$ cat src/rtl/pht_update_scheduler_pkg.sv
// rtl/pht_update_scheduler_pkg.sv - shared widths, PHT types and update entry struct
package pht_update_scheduler_pkg;
   localparam int PHT_INDEX_WIDTH = 11;
   localparam int COMMIT_WIDTH    = 2;
   localparam int QUEUE_DEPTH     = 4;
   localparam int STARVE_LIMIT    = 8;
   localparam int QPTR_WIDTH      = $clog2(QUEUE_DEPTH);

   typedef logic [PHT_INDEX_WIDTH-1:0] pht_index_path_t;
   typedef logic [1:0]                 pht_counter_path_t;

   typedef struct packed {
      pht_index_path_t index;
      logic            taken;
   } pht_update_entry_t;

   localparam pht_counter_path_t PHT_COUNTER_MAX = 2'd3;
   localparam pht_counter_path_t PHT_COUNTER_MIN = 2'd0;
endpackage

$ cat src/rtl/pht_update_scheduler_if.sv
// rtl/pht_update_scheduler_if.sv - commit update, fetch read and PHT SRAM port bundle
interface pht_update_scheduler_if;
   import pht_update_scheduler_pkg::*;

   logic [COMMIT_WIDTH-1:0]                 upd_valid;
   logic [COMMIT_WIDTH*PHT_INDEX_WIDTH-1:0] upd_index;
   logic [COMMIT_WIDTH-1:0]                 upd_taken;
   logic                                    upd_ready;
   logic                                    rd_req;
   pht_index_path_t                         rd_index;
   logic                                    rd_grant;
   logic                                    fetch_stall;
   logic                                    pht_en;
   logic                                    pht_we;
   pht_index_path_t                         pht_addr;
   pht_counter_path_t                       pht_wdata;
   pht_counter_path_t                       pht_rdata;

   modport master (
      output upd_valid, upd_index, upd_taken, rd_req, rd_index, pht_rdata,
      input  upd_ready, rd_grant, fetch_stall, pht_en, pht_we, pht_addr, pht_wdata
   );

   modport slave (
      input  upd_valid, upd_index, upd_taken, rd_req, rd_index, pht_rdata,
      output upd_ready, rd_grant, fetch_stall, pht_en, pht_we, pht_addr, pht_wdata
   );
endinterface

$ cat src/rtl/pht_update_scheduler_queue.sv
// rtl/pht_update_scheduler_queue.sv - multi-push, single-pop circular FIFO of PHT updates
module pht_update_queue
   import pht_update_scheduler_pkg::*;
(
   input  logic                    clk,
   input  logic                    rst,
   input  logic [COMMIT_WIDTH-1:0] push_valid,
   input  pht_update_entry_t       push_entry [COMMIT_WIDTH],
   input  logic                    pop,
   output pht_update_entry_t       head,
   output logic [QPTR_WIDTH:0]     free_count,
   output logic                    full,
   output logic                    empty
);
   pht_update_entry_t     mem [QUEUE_DEPTH];
   logic [QPTR_WIDTH-1:0] wr_ptr;
   logic [QPTR_WIDTH-1:0] rd_ptr;
   logic [QPTR_WIDTH:0]   count;
   logic [QPTR_WIDTH:0]   push_count;
   logic [QPTR_WIDTH-1:0] slot [COMMIT_WIDTH];

   // Valid lanes pack into consecutive slots; invalid lanes are skipped.
   always_comb begin
      push_count = '0;
      for (int i = 0; i < COMMIT_WIDTH; i++) begin
         slot[i]    = wr_ptr + push_count[QPTR_WIDTH-1:0];
         push_count = push_count + {{QPTR_WIDTH{1'b0}}, push_valid[i]};
      end
   end

   always_ff @(posedge clk or negedge rst) begin
      if (!rst) begin
         wr_ptr <= '0;
         rd_ptr <= '0;
         count  <= '0;
      end else begin
         wr_ptr <= wr_ptr + push_count[QPTR_WIDTH-1:0];
         rd_ptr <= rd_ptr + {{(QPTR_WIDTH-1){1'b0}}, pop};
         count  <= count + push_count - {{QPTR_WIDTH{1'b0}}, pop};
      end
   end

   always_ff @(posedge clk) begin
      for (int i = 0; i < COMMIT_WIDTH; i++) begin
         if (push_valid[i]) mem[slot[i]] <= push_entry[i];
      end
   end

   assign head       = mem[rd_ptr];
   assign free_count = (QPTR_WIDTH+1)'(QUEUE_DEPTH) - count;
   assign full       = (count == (QPTR_WIDTH+1)'(QUEUE_DEPTH));
   assign empty      = (count == '0);
endmodule

$ cat src/rtl/pht_update_scheduler.sv
// rtl/pht_update_scheduler.sv - arbitrates the single-port PHT SRAM between fetch reads and
// commit-side read-modify-write counter updates
module pht_update_scheduler
   import pht_update_scheduler_pkg::*;
(
   input logic                   clk,
   input logic                   rst,
   pht_update_scheduler_if.slave bus
);
   localparam logic [0:0] IDLE   = 1'b0;
   localparam logic [0:0] UPD_WR = 1'b1;
   localparam int STARVE_W = $clog2(STARVE_LIMIT + 1);

   logic [0:0]              state, state_nxt;
   logic [STARVE_W-1:0]     starve, starve_nxt;
   pht_update_entry_t       push_entry [COMMIT_WIDTH];
   logic [COMMIT_WIDTH-1:0] push_valid;
   pht_update_entry_t       head;
   logic [QPTR_WIDTH:0]     free_count;
   logic                    full, empty, pop, force_upd, upd_ready;
   logic                    rd_grant, pht_en, pht_we;
   pht_index_path_t         pht_addr;
   pht_counter_path_t       pht_wdata;

   function automatic pht_counter_path_t sat_update(input pht_counter_path_t ctr,
                                                    input logic taken);
      if (taken) return (ctr == PHT_COUNTER_MAX) ? ctr : ctr + 2'd1;
      return (ctr == PHT_COUNTER_MIN) ? ctr : ctr - 2'd1;
   endfunction

   always_comb begin
      for (int i = 0; i < COMMIT_WIDTH; i++) begin
         push_entry[i] = '{index: bus.upd_index[i*PHT_INDEX_WIDTH +: PHT_INDEX_WIDTH],
                           taken: bus.upd_taken[i]};
      end
   end

   // A pop in this cycle frees a slot for this cycle's push group.
   assign upd_ready  = ({1'b0, free_count} + {{(QPTR_WIDTH+1){1'b0}}, pop})
                       >= (QPTR_WIDTH+2)'(COMMIT_WIDTH);
   assign push_valid = bus.upd_valid & {COMMIT_WIDTH{upd_ready}};

   pht_update_queue u_queue (
      .clk        (clk),
      .rst        (rst),
      .push_valid (push_valid),
      .push_entry (push_entry),
      .pop        (pop),
      .head       (head),
      .free_count (free_count),
      .full       (full),
      .empty      (empty)
   );

   assign force_upd = full | (starve == STARVE_W'(STARVE_LIMIT));

   always_comb begin
      state_nxt  = state;
      starve_nxt = starve;
      rd_grant   = 1'b0;
      pht_en     = 1'b0;
      pht_we     = 1'b0;
      pop        = 1'b0;
      pht_addr   = head.index;
      pht_wdata  = sat_update(bus.pht_rdata, head.taken);
      case (state)
         IDLE: begin
            if (bus.rd_req && !force_upd) begin
               rd_grant = 1'b1;
               pht_en   = 1'b1;
               pht_addr = bus.rd_index;
               if (!empty && starve != STARVE_W'(STARVE_LIMIT))
                  starve_nxt = starve + STARVE_W'(1);
            end else if (!empty) begin
               pht_en     = 1'b1;
               starve_nxt = '0;
               state_nxt  = UPD_WR;
            end
         end
         UPD_WR: begin
            pht_en    = 1'b1;
            pht_we    = 1'b1;
            pop       = 1'b1;
            state_nxt = IDLE;
         end
         default: state_nxt = IDLE;
      endcase
   end

   always_ff @(posedge clk or negedge rst) begin
      if (!rst) begin
         state  <= IDLE;
         starve <= '0;
      end else begin
         state  <= state_nxt;
         starve <= starve_nxt;
      end
   end

   assign bus.upd_ready   = upd_ready;
   assign bus.rd_grant    = rd_grant;
   assign bus.fetch_stall = bus.rd_req & ~rd_grant;
   assign bus.pht_en      = pht_en;
   assign bus.pht_we      = pht_we;
   assign bus.pht_addr    = pht_addr;
   assign bus.pht_wdata   = pht_wdata;
endmodule

$ cat src/flat_wrapper.sv
// flat-port wrapper written by rule: the top's interface ports become plain ports
module pht_update_scheduler_flat import pht_update_scheduler_pkg::*;
  (clk, rst, bus_upd_valid, bus_upd_index, bus_upd_taken, bus_rd_req, bus_rd_index, bus_pht_rdata, bus_upd_ready, bus_rd_grant, bus_fetch_stall, bus_pht_en, bus_pht_we, bus_pht_addr, bus_pht_wdata);
  pht_update_scheduler_if bus_i ();
  input logic clk;
  input logic rst;
  input wire logic [$bits(bus_i.upd_valid)-1:0] bus_upd_valid;
  input wire logic [$bits(bus_i.upd_index)-1:0] bus_upd_index;
  input wire logic [$bits(bus_i.upd_taken)-1:0] bus_upd_taken;
  input wire logic [$bits(bus_i.rd_req)-1:0] bus_rd_req;
  input wire logic [$bits(bus_i.rd_index)-1:0] bus_rd_index;
  input wire logic [$bits(bus_i.pht_rdata)-1:0] bus_pht_rdata;
  output wire logic [$bits(bus_i.upd_ready)-1:0] bus_upd_ready;
  output wire logic [$bits(bus_i.rd_grant)-1:0] bus_rd_grant;
  output wire logic [$bits(bus_i.fetch_stall)-1:0] bus_fetch_stall;
  output wire logic [$bits(bus_i.pht_en)-1:0] bus_pht_en;
  output wire logic [$bits(bus_i.pht_we)-1:0] bus_pht_we;
  output wire logic [$bits(bus_i.pht_addr)-1:0] bus_pht_addr;
  output wire logic [$bits(bus_i.pht_wdata)-1:0] bus_pht_wdata;
  assign bus_i.upd_valid = bus_upd_valid;
  assign bus_i.upd_index = bus_upd_index;
  assign bus_i.upd_taken = bus_upd_taken;
  assign bus_i.rd_req = bus_rd_req;
  assign bus_i.rd_index = bus_rd_index;
  assign bus_i.pht_rdata = bus_pht_rdata;
  assign bus_upd_ready = bus_i.upd_ready;
  assign bus_rd_grant = bus_i.rd_grant;
  assign bus_fetch_stall = bus_i.fetch_stall;
  assign bus_pht_en = bus_i.pht_en;
  assign bus_pht_we = bus_i.pht_we;
  assign bus_pht_addr = bus_i.pht_addr;
  assign bus_pht_wdata = bus_i.pht_wdata;
  pht_update_scheduler u_core (.clk(clk), .rst(rst), .bus(bus_i));
endmodule
$ cat config.mk
export PLATFORM = sky130hd
export DESIGN_NAME = pht_update_scheduler_flat
export DESIGN_NICKNAME = d
export VERILOG_FILES = /design/src/rtl/pht_update_scheduler_pkg.sv /design/src/rtl/pht_update_scheduler_if.sv /design/src/rtl/pht_update_scheduler_queue.sv /design/src/rtl/pht_update_scheduler.sv /design/src/flat_wrapper.sv
export SDC_FILE = /design/constraint.sdc
export NUM_CORES = 1
export LEC_CHECK = 0
export CORE_ASPECT_RATIO = 0.9
export CORE_UTILIZATION = 40
export DETAILED_ROUTE_END_ITERATION = 7
export HOLD_SLACK_MARGIN = 0.02
export RECOVER_POWER = 50
export SLEW_MARGIN = 40
export SYNTH_ARGS = -nofsm -noshare
export SYNTH_HDL_FRONTEND = slang
export SYNTH_HIERARCHICAL = 1
export SYNTH_SLANG_ARGS = --single-unit
$ cat constraint.sdc
create_clock -name clk -period 8.3 [get_ports clk]
set_input_delay 1.66 -clock clk [delete_from_list [all_inputs] [get_ports clk]]
set_output_delay 1.66 -clock clk [all_outputs]
set_load 0.1 [all_outputs]
# [Yosys cells after proc, flatten, opt, wreduce, memory -nomap -nowiden]
# Memories as Yosys holds them, arrays and structs flattened.
# Cells that the tools add are included.
# Widths: inputs -> output; s select.
[op_classes] div_mod_pow=0 bitwise=5 order_cmp=1 mux=22 reduce_logical=7 shifts=0 mul=0 n_eq_ne=6 add_sub_neg=11
[ops] cell="$mux 11" n=2
[ops] cell="$mux 4" n=3
[ops] cell="$mux 1" n=11
[ops] cell="$mux 2" n=4
[ops] cell="$add 2x1->2" n=2
[ops] cell="$add 3x1->4" n=1
[ops] cell="$add 4x1->4 const B" n=1
[ops] cell="$eq 4x4->1 const B" n=1
[ops] cell="$ge 4x2->1 const B" n=1
[ops] cell="$ne 2x2->1 const B" n=2
[ops] cell="$ne 4x4->1 const B" n=1
[ops] cell="$pmux 1 s2" n=2
[ops] cell="$add 3x2->3" n=1
[ops] cell="$eq 3x3->1 const B" n=1
[ops] cell="$logic_not 3->1" n=1
[ops] cell="$reduce_and 3->1" n=1
[ops] cell="$sub 3x1->3" n=1
[ops] cell="$sub 3x3->3 const A" n=1
[ops] cell="$add 1x1->2" n=1
[ops] cell="$add 2x1->2 const B" n=1
[ops] cell="$add 2x2->2" n=1
[ops] cell="$and 2x2->2" n=1
[ops] cell="$eq 2x2->1 const B" n=1
[ops] cell="$logic_and 1x1->1" n=2
[ops] cell="6 further kinds" n=8
[totals] out_inout_bits=18 latchBits=0 romBits=0 ram_bits=48 reg_bits=12 memories=1
[mem_list] memory="u_core.u_queue.mem" depth=4 word_bits=12 read_ports=1 rd_clocked_by_memory_dff=0 write_ports=2 line="pht_update_scheduler_queue.sv:15" text="pht_update_entry_t mem [QUEUE_DEPTH];"

# [Logic depth before layout (Yosys ltp)]
[logic_depth] ltp_word=8 depth_mapped=14

# [Cells and area by module]
# Netlist, hierarchy kept.
[modules_own_cells] mod="pht_update_queue" seq_area_each_um2=1616.6 instances=1 area_each_um2=2773.9 cells_each=160
[modules_own_cells] mod="pht_update_scheduler" seq_area_each_um2=125.1 instances=1 area_each_um2=583.1 cells_each=57

# [Worst setup path after synthesis]
# No wires, ideal clock.
[synth_timing] kind="input port to output port" from="in bus_rd_req" to="out bus_fetch_stall" path_buffers=1 path_slack_ps=3240 cell_stages=4 arrival_time_ps=3400 path_cell_list="nand2b_4 a311oi_4 buf_8 nor2b_1"
[synth_via] elab_chain_len=5
[synth_lines] item="start: declaration" line="flat_wrapper.sv:10" text="input wire logic [$bits(bus_i.rd_req)-1:0] bus_rd_req;"
[synth_lines] item="$logic_and 1x1->1" line="pht_update_scheduler.sv:68" text="if (bus.rd_req && !force_upd) begin"
[synth_lines] item="$mux 1" line="pht_update_scheduler.sv:68"
[synth_lines] item="$mux 1" line="pht_update_scheduler.sv:66" text="case (state)"
[synth_lines] item="named net bus_rd_grant" line="flat_wrapper.sv:14" text="output wire logic [$bits(bus_i.rd_grant)-1:0] bus_rd_grant;"
[synth_lines] item="$not 1->1" line="pht_update_scheduler.sv:102" text="assign bus.fetch_stall = bus.rd_req & ~rd_grant;"
[synth_lines] item="$and 1x1->1" line="pht_update_scheduler.sv:102"
[synth_lines] item="end: declaration" line="flat_wrapper.sv:15" text="output wire logic [$bits(bus_i.fetch_stall)-1:0] bus_fetch_stall;"
# The timed path passes the listed nets, and every way through them passes these cells.

# [Worst setup path in the final report]
[layout_timing] from="in bus_rd_req" to="out bus_pht_addr[7]"
[layout_via] elab_chain_len=3
[layout_lines] item="$logic_and 1x1->1" line="pht_update_scheduler.sv:68"
[layout_lines] item="$mux 11" line="pht_update_scheduler.sv:68"
[layout_lines] item="$mux 11" line="pht_update_scheduler.sv:66"
[layout_lines] item="end: declaration" line="flat_wrapper.sv:18" text="output wire logic [$bits(bus_i.pht_addr)-1:0] bus_pht_addr;"
# Every way passes these cells.

==> out/results.txt <==
final setup TNS = 0 ps
syn avg cell area = 15.5 µm²
Max-Cap Viols = 0
Netlist cell types = 38
CP Data Arrival Time = 3580 ps
Finished Layout Cells = 388
most frequent cells in the layout = mux2_2 (51), edfxtp_1 (48), clkdlybuf4s50_1 (38)
CTS tree = built
GRT Residual Overflow = 0
DR iter-0 viols = 51
filler instances = 696
M3 GR Usage = 2.74%
Post-CTS Resized = 0
crit path kind = in2out
# IOs = 60
pin count of the biggest net entering global routing = 14
core area = 8110 µm²
residual DRC count = 0
# Post-CTS Setup Buffers = 0
die area = 8760 µm²
via count = 2009
Fin. Hold Viols = 0
Rows = 31
initial antenna violation count = 0
Global Route Usage Sum = 16.5%
crit end category = output port
GPL Wtd Cong = 0.736
GR Util met1 = 21.2%
layout overhead on the synthesized area = 25.1%
Placed Instances = 372
Ys Warns = 6
status = finished, final reports clean
Starting Density = 41.4%
layout cells sized above 1 = 38.8%
post-layout util = 51.8%
CP Launch Type = input port
CP peak stage delay = 570 ps
Die Wd = 98.6 µm
Clock Skew = 6.88 ps
slowest stage cell, crit path = dlygate4sd3_1
Net Count, Synth = 274
CTS sink cnt = 60
Slew @ Worst Pin = 1160 ps
hpwl dp = 4540 µm
Detail Route Antenna Nets = 0
most common cell after layout, fill and taps aside = mux2_2
Worst Path Buf+Inv = 3
Hold Crit Class = reg2reg
Top Family by Delay on Critical Path = buffers and inverters
post-synthesis register bit count = 60
global-route wire length before repair = 10500 µm
Max H-tree Level = 3
first-pass detailed-route iteration total = 4
CP max FO = 7
post-synthesis sequential area ratio = 51.9%
nets = 341
via-per-instance ratio = 5.18
met2 Track Usage GR = 27.8%
Mapped Cells = 217
n_diodes = 0
mapped cell area = 3360 µm²
Hold-fix buffers, CTS = 0
minimum clock period = 5240 ps
final worst-path cycle share = 63.1%
global routing's busiest layer = met2
Peak Freq = 191 MHz
relative slew slack = 22.7%
RSZ-0062 raised after global routing = false
clock root buffer = clkbuf_8
wire per inst = 17.3 µm
vias in the first global route = 1971
port bufs = 59
Die Y = 88.9 µm
cts bufs inserted = 9
final setup violation count = 0
Clk Latency, worst-skew pair = 330 ps
count of pins over their slew limit = 0
final WL = 6730 µm
Worst Path Required = 6640 ps
clk slew on worst S/H paths = 70 ps
crit path cell chain = dlygate4sd3_1, nand2b_2, a311oi_4, buf_4, mux2_4, buf_2
CTS Buffer Depth = 2
==> registers in the layout, indices dropped and copies added, names as in the netlist <==
signal	cells
u_core/u_queue/count	3
u_core/u_queue/wr_ptr	2
u_core/u_queue/rd_ptr	2
u_core/state	1
u_core/starve	4
u_core/u_queue/mem	48
==> through the flow <==
step	setup slack (ps)	cell area, µm²	hold slack, ps
floorplan	3240	3360	502
global placement	2000	4040	533
detailed placement	3120	3970	525
CTS	3110	4210	541
global route	2990	4200	552
finish	3060	4200	535
==> final cells by class <==
type                       count  area [µm²]  share of cell area, %
clock buffer                   9         124                   2.95
sequential                    60        1740                   41.5
multi-input combinational    133        1490                   35.5
clock inverter                 7         124                   2.95
timing repair buffer          65         539                   12.8
inverter                      15        56.3                   1.34
tap                           99         124                   2.95
==> layer usage <==
metal | routed length [µm] | vias up | part of all wire (%)
li1 | - | 972 | -
met1 | 3040 | 985 | 45
met2 | 3390 | 42 | 50
met3 | 194 | 10 | 2.9
met4 | 103 | 0 | 1.5
met5 | 0 | - | 0
==> logic make-up after synthesis <==
kind of cell	count (synthesis)	share of synthesized area (%)
adder cells (fa/ha/maj)	17	6.41
XOR/XNOR	6	1.57
AO/OA/AOI/OAI	17	3.88
buffers and inverters	24	3.54
AND/OR/NAND/NOR	21	3.69
multiplexers	72	29.0
flip-flops	60	51.9
==> cell usage after synthesis, drive strengths merged <==
library cell  number  area (µm²)
mux2              59         694
edfxtp            48        1440
inv               15        56.3
ha                14         175
dfrtp             12         300
mux4              12         270
buf                9        62.6
o21ai              8        40.0
nand2              5        18.8
xnor2              5        43.8
nor2b              3        18.8
a21boi             2        15.0
a31o               2        17.5
maj3               2        20.0
nand2b             2        20.0
nand3b             2        15.0
nor2               2        7.51
nor3               2        10.0
a311oi             1        26.3
a31oi              1        6.26
a32o               1        10.0
and2               1        6.26
and2b              1        7.51
fa                 1        20.0
mux2i              1        10.0
nand3              1        5.00
o2111ai            1        8.76
o22ai              1        6.26
or2                1        6.26
or3b               1        8.76
xor2               1        8.76
==> worst paths after layout <==
| kind | endpoint | depth (start not counted) | slack, ps | from |
|---|---|---|---|---|
| worst min-delay path | u_core/u_queue/count[0]$_DFF_PN0_ | 1 | 530 | u_core/u_queue/count[0]$_DFF_PN0_ |
| max in group asynchronous | u_core/u_queue/count[2]$_DFF_PN0_ | 1 | 6160 | rst |
| worst min register to register | u_core/u_queue/count[0]$_DFF_PN0_ | 1 | 530 | u_core/u_queue/count[0]$_DFF_PN0_ |
| worst max-delay path | bus_pht_addr[7] | 6 | 3060 | bus_rd_req |
| worst max register to register | u_core/u_queue/mem[1][10]$_DFFE_PP_ | 10 | 4110 | u_core/state$_DFF_PN0_ |
| min in group asynchronous | u_core/state$_DFF_PN0_ | 1 | 1760 | rst |
Power is left out: the tool's default activity adds up to more than one toggle a clock period on the data nets, which glitch-free logic cannot reach.
